==> config.mk <==
export PLATFORM = sky130hd
export DESIGN_NAME = cmem_arbiter
export DESIGN_NICKNAME = d
export VERILOG_FILES = /design/src/rtl/cmem_arb_pkg.sv /design/src/rtl/cmem_arb_pick.sv /design/src/rtl/cmem_arbiter.sv
export SDC_FILE = /design/constraint.sdc
export NUM_CORES = 1
export LEC_CHECK = 0
export BUFFER_PORTS_ARGS = -buffer_cell sky130_fd_sc_hd__buf_2
export CAP_MARGIN = 20
export CORE_ASPECT_RATIO = 1.25
export CORE_MARGIN = 2
export CORE_UTILIZATION = 45
export DETAILED_ROUTE_END_ITERATION = 6
export PLACE_DENSITY = 0.76
export SLEW_MARGIN = 15
export SYNTH_ARGS = -nofsm -noshare
export SYNTH_HDL_FRONTEND = slang
export SYNTH_HIERARCHICAL = 1
export SYNTH_SLANG_ARGS = --single-unit
==> constraint.sdc <==
create_clock -name clk200 -period 2.2 [get_ports clk200]
set_input_delay 0.44 -clock clk200 [delete_from_list [all_inputs] [get_ports clk200]]
set_output_delay 0.44 -clock clk200 [all_outputs]
set_load 0.03 [all_outputs]
==> src/rtl/cmem_arb_pkg.sv <==
// cmem_arb_pkg
//   Shared types and constants for the command-memory arbiter.
//   - state_t     : access sequencer states
//   - REQ_SPI/CP  : requester identifiers used for owner / last_grant
//   - ADDR_W_DEF / DATA_W_DEF : default register-file geometry
package cmem_arb_pkg;

  localparam int ADDR_W_DEF = 4;
  localparam int DATA_W_DEF = 4;

  localparam logic REQ_SPI = 1'b0;
  localparam logic REQ_CP  = 1'b1;

  typedef enum logic [1:0] {
    IDLE = 2'd0,
    CMD  = 2'd1,
    RESP = 2'd2
  } state_t;

endpackage

==> src/rtl/cmem_arb_pick.sv <==
// cmem_arb_pick
//   Combinational winner selection between the SPI and CP requesters.
//   Ports:
//     spi_req_i, cp_req_i : raw request levels
//     lock_held_i         : a lock is in force; only owner_i may win
//     owner_i             : current lock owner (REQ_SPI / REQ_CP)
//     last_grant_i        : requester granted most recently (loses ties)
//     grant_valid_o       : some eligible requester is asking
//     grant_id_o          : winner when grant_valid_o=1
module cmem_arb_pick
  import cmem_arb_pkg::*;
(
  input  logic spi_req_i,
  input  logic cp_req_i,
  input  logic lock_held_i,
  input  logic owner_i,
  input  logic last_grant_i,
  output logic grant_valid_o,
  output logic grant_id_o
);

  logic spi_elig;
  logic cp_elig;

  always_comb begin
    spi_elig      = spi_req_i && (!lock_held_i || owner_i == REQ_SPI);
    cp_elig       = cp_req_i  && (!lock_held_i || owner_i == REQ_CP);
    grant_valid_o = spi_elig || cp_elig;
    if (spi_elig && cp_elig) begin
      grant_id_o = ~last_grant_i;
    end else if (cp_elig) begin
      grant_id_o = REQ_CP;
    end else begin
      grant_id_o = REQ_SPI;
    end
  end

endmodule

==> src/rtl/cmem_arbiter.sv <==
// cmem_arbiter
//   Shares the command-memory register file access port between the SPI
//   command engine and the CP bus interface. Each access is a one-cycle
//   registered strobe followed by a registered response; grants alternate
//   round-robin, and a requester may lock the port across several accesses.
//   Optional feature macro: CMEM_ARB_LOCK_TIMEOUT_EN (forcibly releases a
//   lock whose owner stays idle for LOCK_TIMEOUT cycles, pulsing lock_err).
//
//   state | meaning
//   ------+-------------------------------------------------------------
//   IDLE  | no access in flight; arbitrate every cycle
//   CMD   | mem_read/mem_write strobe high for this single cycle
//   RESP  | register-file data valid; complete owner, re-arbitrate
//
//   Ports:
//     clk200, reset_n                 : clock, synchronous active-low reset
//     spi_* / cp_*  req/we/lock/addr/wdata in, done/rdata out per requester
//     mem_read/mem_write/mem_addr/mem_wdata : register-file access strobe
//     mem_rdata                       : register-file data (valid in RESP)
//     lock_err                        : forced lock release pulse
module cmem_arbiter
  import cmem_arb_pkg::*;
#(
  parameter int ADDR_W       = ADDR_W_DEF,
  parameter int DATA_W       = DATA_W_DEF,
  parameter int LOCK_TIMEOUT = 1024
) (
  input  logic              clk200,
  input  logic              reset_n,
  input  logic              spi_req,
  input  logic              spi_we,
  input  logic              spi_lock,
  input  logic [ADDR_W-1:0] spi_addr,
  input  logic [DATA_W-1:0] spi_wdata,
  output logic              spi_done,
  output logic [DATA_W-1:0] spi_rdata,
  input  logic              cp_req,
  input  logic              cp_we,
  input  logic              cp_lock,
  input  logic [ADDR_W-1:0] cp_addr,
  input  logic [DATA_W-1:0] cp_wdata,
  output logic              cp_done,
  output logic [DATA_W-1:0] cp_rdata,
  output logic              mem_read,
  output logic              mem_write,
  output logic [ADDR_W-1:0] mem_addr,
  output logic [DATA_W-1:0] mem_wdata,
  input  logic [DATA_W-1:0] mem_rdata,
  output logic              lock_err
);

  state_t            state_q;
  logic              lock_q;
  logic              owner_q;
  logic              last_grant_q;
  logic              acc_we_q;
  logic              acc_lock_q;
  logic              mem_read_q;
  logic              mem_write_q;
  logic [ADDR_W-1:0] mem_addr_q;
  logic [DATA_W-1:0] mem_wdata_q;
  logic              spi_done_q;
  logic              cp_done_q;
  logic [DATA_W-1:0] spi_rdata_q;
  logic [DATA_W-1:0] cp_rdata_q;

  logic              pick_lock;
  logic              grant_valid;
  logic              grant_id;
  logic              grant_now;
  logic              timeout_fire;
  logic              sel_we;
  logic              sel_lock;
  logic [ADDR_W-1:0] sel_addr;
  logic [DATA_W-1:0] sel_wdata;

  // In RESP the completing access decides the lock seen by the arbitration
  // at the same edge, so a locked owner can re-request back-to-back.
  always_comb begin
    pick_lock = lock_q && !timeout_fire;
    if (state_q == RESP) begin
      pick_lock = acc_lock_q;
    end
  end

  cmem_arb_pick u_pick (
    .spi_req_i     (spi_req),
    .cp_req_i      (cp_req),
    .lock_held_i   (pick_lock),
    .owner_i       (owner_q),
    .last_grant_i  (last_grant_q),
    .grant_valid_o (grant_valid),
    .grant_id_o    (grant_id)
  );

  assign grant_now = grant_valid && (state_q == IDLE || state_q == RESP);

  assign sel_we    = (grant_id == REQ_CP) ? cp_we    : spi_we;
  assign sel_lock  = (grant_id == REQ_CP) ? cp_lock  : spi_lock;
  assign sel_addr  = (grant_id == REQ_CP) ? cp_addr  : spi_addr;
  assign sel_wdata = (grant_id == REQ_CP) ? cp_wdata : spi_wdata;

  always_ff @(posedge clk200) begin
    if (!reset_n) begin
      state_q      <= IDLE;
      lock_q       <= 1'b0;
      owner_q      <= REQ_SPI;
      last_grant_q <= REQ_SPI;
      acc_we_q     <= 1'b0;
      acc_lock_q   <= 1'b0;
      mem_read_q   <= 1'b0;
      mem_write_q  <= 1'b0;
      mem_addr_q   <= '0;
      mem_wdata_q  <= '0;
      spi_done_q   <= 1'b0;
      cp_done_q    <= 1'b0;
      spi_rdata_q  <= '0;
      cp_rdata_q   <= '0;
    end else begin
      mem_read_q  <= 1'b0;
      mem_write_q <= 1'b0;
      spi_done_q  <= 1'b0;
      cp_done_q   <= 1'b0;
      case (state_q)
        IDLE: begin
          if (timeout_fire) begin
            lock_q <= 1'b0;
          end
          if (grant_now) begin
            state_q <= CMD;
          end
        end
        CMD: begin
          state_q <= RESP;
        end
        RESP: begin
          lock_q <= acc_lock_q;
          if (owner_q == REQ_CP) begin
            cp_done_q <= 1'b1;
            if (!acc_we_q) begin
              cp_rdata_q <= mem_rdata;
            end
          end else begin
            spi_done_q <= 1'b1;
            if (!acc_we_q) begin
              spi_rdata_q <= mem_rdata;
            end
          end
          state_q <= grant_now ? CMD : IDLE;
        end
        default: begin
          state_q <= IDLE;
        end
      endcase
      if (grant_now) begin
        owner_q      <= grant_id;
        last_grant_q <= grant_id;
        acc_we_q     <= sel_we;
        acc_lock_q   <= sel_lock;
        mem_addr_q   <= sel_addr;
        mem_wdata_q  <= sel_wdata;
        mem_read_q   <= !sel_we;
        mem_write_q  <= sel_we;
      end
    end
  end

`ifdef CMEM_ARB_LOCK_TIMEOUT_EN
  localparam int TMO_W = $clog2(LOCK_TIMEOUT + 1);

  logic [TMO_W-1:0] idle_left_q;
  logic             owner_req;
  logic             idle_cnt_en;
  logic             lock_err_q;

  // Down-counter reloads whenever the owner is not idling on a held lock,
  // which includes every owner grant.
  assign owner_req    = (owner_q == REQ_CP) ? cp_req : spi_req;
  assign idle_cnt_en  = lock_q && (state_q == IDLE) && !owner_req;
  assign timeout_fire = idle_cnt_en && (idle_left_q == TMO_W'(1));

  always_ff @(posedge clk200) begin
    if (!reset_n) begin
      idle_left_q <= TMO_W'(LOCK_TIMEOUT);
      lock_err_q  <= 1'b0;
    end else begin
      lock_err_q <= timeout_fire;
      if (idle_cnt_en && !timeout_fire) begin
        idle_left_q <= idle_left_q - 1'b1;
      end else begin
        idle_left_q <= TMO_W'(LOCK_TIMEOUT);
      end
    end
  end

  assign lock_err = lock_err_q;
`else
  logic unused_timeout;
  assign unused_timeout = ^LOCK_TIMEOUT;
  assign timeout_fire   = 1'b0;
  assign lock_err       = 1'b0;
`endif

  assign mem_read  = mem_read_q;
  assign mem_write = mem_write_q;
  assign mem_addr  = mem_addr_q;
  assign mem_wdata = mem_wdata_q;
  assign spi_done  = spi_done_q;
  assign cp_done   = cp_done_q;
  assign spi_rdata = spi_rdata_q;
  assign cp_rdata  = cp_rdata_q;

endmodule

==> flow_summary_export.csv <==
group,metric,value,unit
grt,grt_pass1_vias,824,
power,cellLeakagePower,0.661,nW
status,status,"finished, final reports clean",
placement,gp_congestion,0.688,
cts,cts_tree,"yes",
sta,clock_skew,0.00309,ns
yosys,synth_area_leaders,"dfxtp_1, mux2i_1, a21oi_1",
detailed_routing,drt-wirelength-per-cell,11.4,µm
detailed_routing,drt-met1-wl,911,µm
critical_path,endpoint_kind,"register",
yosys,ys_warn_count,6,
die,start_util,48.2,%
layout,nNetsFinal,182,
yosys,yosysTopAreaCellShare,48.8,%
layout,syn2layout_area_growth,28.5,%
critical_path,worst-path-max-fanout,5,
cts,cts_buffers,3,
yosys,ys_ff_latch,26,
hold_path,hold_path.class,"in2reg",
sta,finalSetupViolCount,0,
yosys,synth_cell_types,23,
power,irDropWorstVdd,0.437,mV
job,max_cap_viol_count,0,
detailed_routing,drc,0,
die,dieArea,0.00278,mm²
detailed_routing,wl,2110,µm
placement,placed_cells,180,
yosys,synth_nets,133,
yosys,syn_inst,105,
detailed_routing,ant_nets,0,
sta,drv_slew,0,
grt,antenna_found_initial,0,
sta,max_clock_freq,502,MHz
yosys,synth_area_leader_cell,"dfxtp_1",
cts,clock_latency,0.31,ns
detailed_routing,met2_length,1040,µm
detailed_routing,drt-initial-drc-count,9,
grt,grt-ovfl-total,0,
sta,finalHoldViolCount,0,
detailed_routing,vias,901,
cts,cts_buffer_depth,2,
layout,layout_common_cells,"buf_2, dfxtp_1, mux2i_1",
detailed_routing,viasPerCell,4.90,
cts,hold_buffers,0,
yosys,synth-seq-area-share,48.8,%
die,coreArea,0.00221,mm²
placement,port_buffers,47,
cts,clk_pin_slew,0.13,ns
sta,rsz0062_at_grt,"false",
cts,cts_resized,0,
layout,final_cells,184,
cts,post_cts_buffers,0,
yosys,syn_area_per_cell,10.2,µm²
layout,nFillCells,216,
power,p_total,0.959,mW
sta,period_minus_slack,1.99,ns
critical_path,worstPathCellList,"nand2b_4 -> mux2_4 -> a21o_1 -> a21boi_2 -> mux2i_1 -> and3_1",
critical_path,worst_ep_required_time,2.46,ns
detailed_routing,drtPass1Iterations,4,
cts,cts.sinks,26,
layout,mostFrequentLayoutCell,"buf_2",
die,die_h,58.4,µm
yosys,syn-cell-area,0.00107,mm²
sta,fin_crit_sh,90.5,%
layout,antenna_cells,0,
layout,drive_gt1_share,39.9,%
die,io_pins,49,
critical_path,arrival,2.26,ns
critical_path,slowest_stage,"dfxtp_1",
grt,grt_use_total,17.3,%
grt,grt_max_degree,30,
cts,htree_levels,1,
critical_path,cpPeakStageDelay,0.42,ns
cts,cts-root-buf,"clkbuf_4",
detailed_routing,topRoutingLayerUsed,"met4",
die,dieWidth,47.5,µm
power,p_per_area,700,mW/mm²
critical_path,start_kind,"register",
die,rows,19,
critical_path,path_class,"reg2reg",
grt,grt_pass1_wl,3480,µm
detailed_routing,met3_length,136,µm
sta,setup_tns,0,ns
placement,place_hpwl,1630,µm
## layout make-up
cell class	count	area, µm²	area share, %
clock buffer	4	36.3	2.65
timing repair buffer	51	265	19.4
sequential	26	520	38.0
tap	31	38.8	2.83
multi-input combinational	72	509	37.2
## final timing paths
kind                 from      endpoint  slack (ns)  cells past startpoint
min reg2reg  spi_rdata[0]  spi_rdata[0]        0.46                      2
max            state_q[0]      mem_read        0.21                      6
max reg2reg    state_q[0]      mem_read        0.21                      6
min          mem_rdata[1]   cp_rdata[1]        0.38                      3
## per-layer routing
layer / GRT usage [%] / vias to the layer above
met3: 2.76 / 2
met2: 28.0 / 38
met4: 8.11 / 0
met1: 21.8 / 404
met5: 0 / -
li1: - / 457
## cells in the mapped netlist (all sizes together)
cell type,instances
dfxtp,26
nor2,2
nor2b,3
a21boi,1
nand2,14
o21ai,10
conb,1
nand2b,1
buf,6
nor3b,2
and4b,1
clkbuf,1
and3,1
mux2,1
and2,2
a21oi,11
nor3,1
a21o,1
mux2i,20
## registers in the layout (all words and copies together), names as in the netlist
signal,cells
acc_lock_q,1
acc_we_q,1
cp_done,1
cp_rdata,4
last_grant_q,1
lock_q,1
mem_addr,4
mem_read,1
mem_wdata,4
mem_write,1
spi_done,1
spi_rdata,4
state_q,2
## stage by stage
step                util (%)  instance area (µm²)  hold slack (ns)  setup WS [ns]
finish                  62.0                 1370            0.380          0.209
global route            62.0                 1370            0.368         0.0714
floorplan                  -                 1070            0.442          0.394
detailed placement      60.3                 1330            0.445          0.241
global placement        60.3                 1330            0.439          0.325
CTS                     62.0                 1370            0.378          0.203
## power by group
part	internal (mW)	switching [mW]	total [mW]
clock network	0.101	0.133	0.234
logic	0.0829	0.117	0.200
registers	0.502	0.0232	0.525
total	0.686	0.273	0.959
## kinds of logic after synthesis
family | after synthesis | synth area share [%]
AOI/OAI and AO/OA | 23 | 11.6
and+or+nand+nor | 27 | 15.6
buffers and inverters | 7 | 3.40
DFF | 26 | 48.8
other | 1 | 0.352
muxes | 21 | 20.2
## worst max-delay path, delay by kind of cell (launching register included)
family           cells  cell delay [ns]
flip-flops           1             0.42
multiplexers         2             0.69
AND/OR/NAND/NOR      2             0.41
AO/OA/AOI/OAI        2             0.43
No activity file was read; power rests on OpenSTA's default activity.
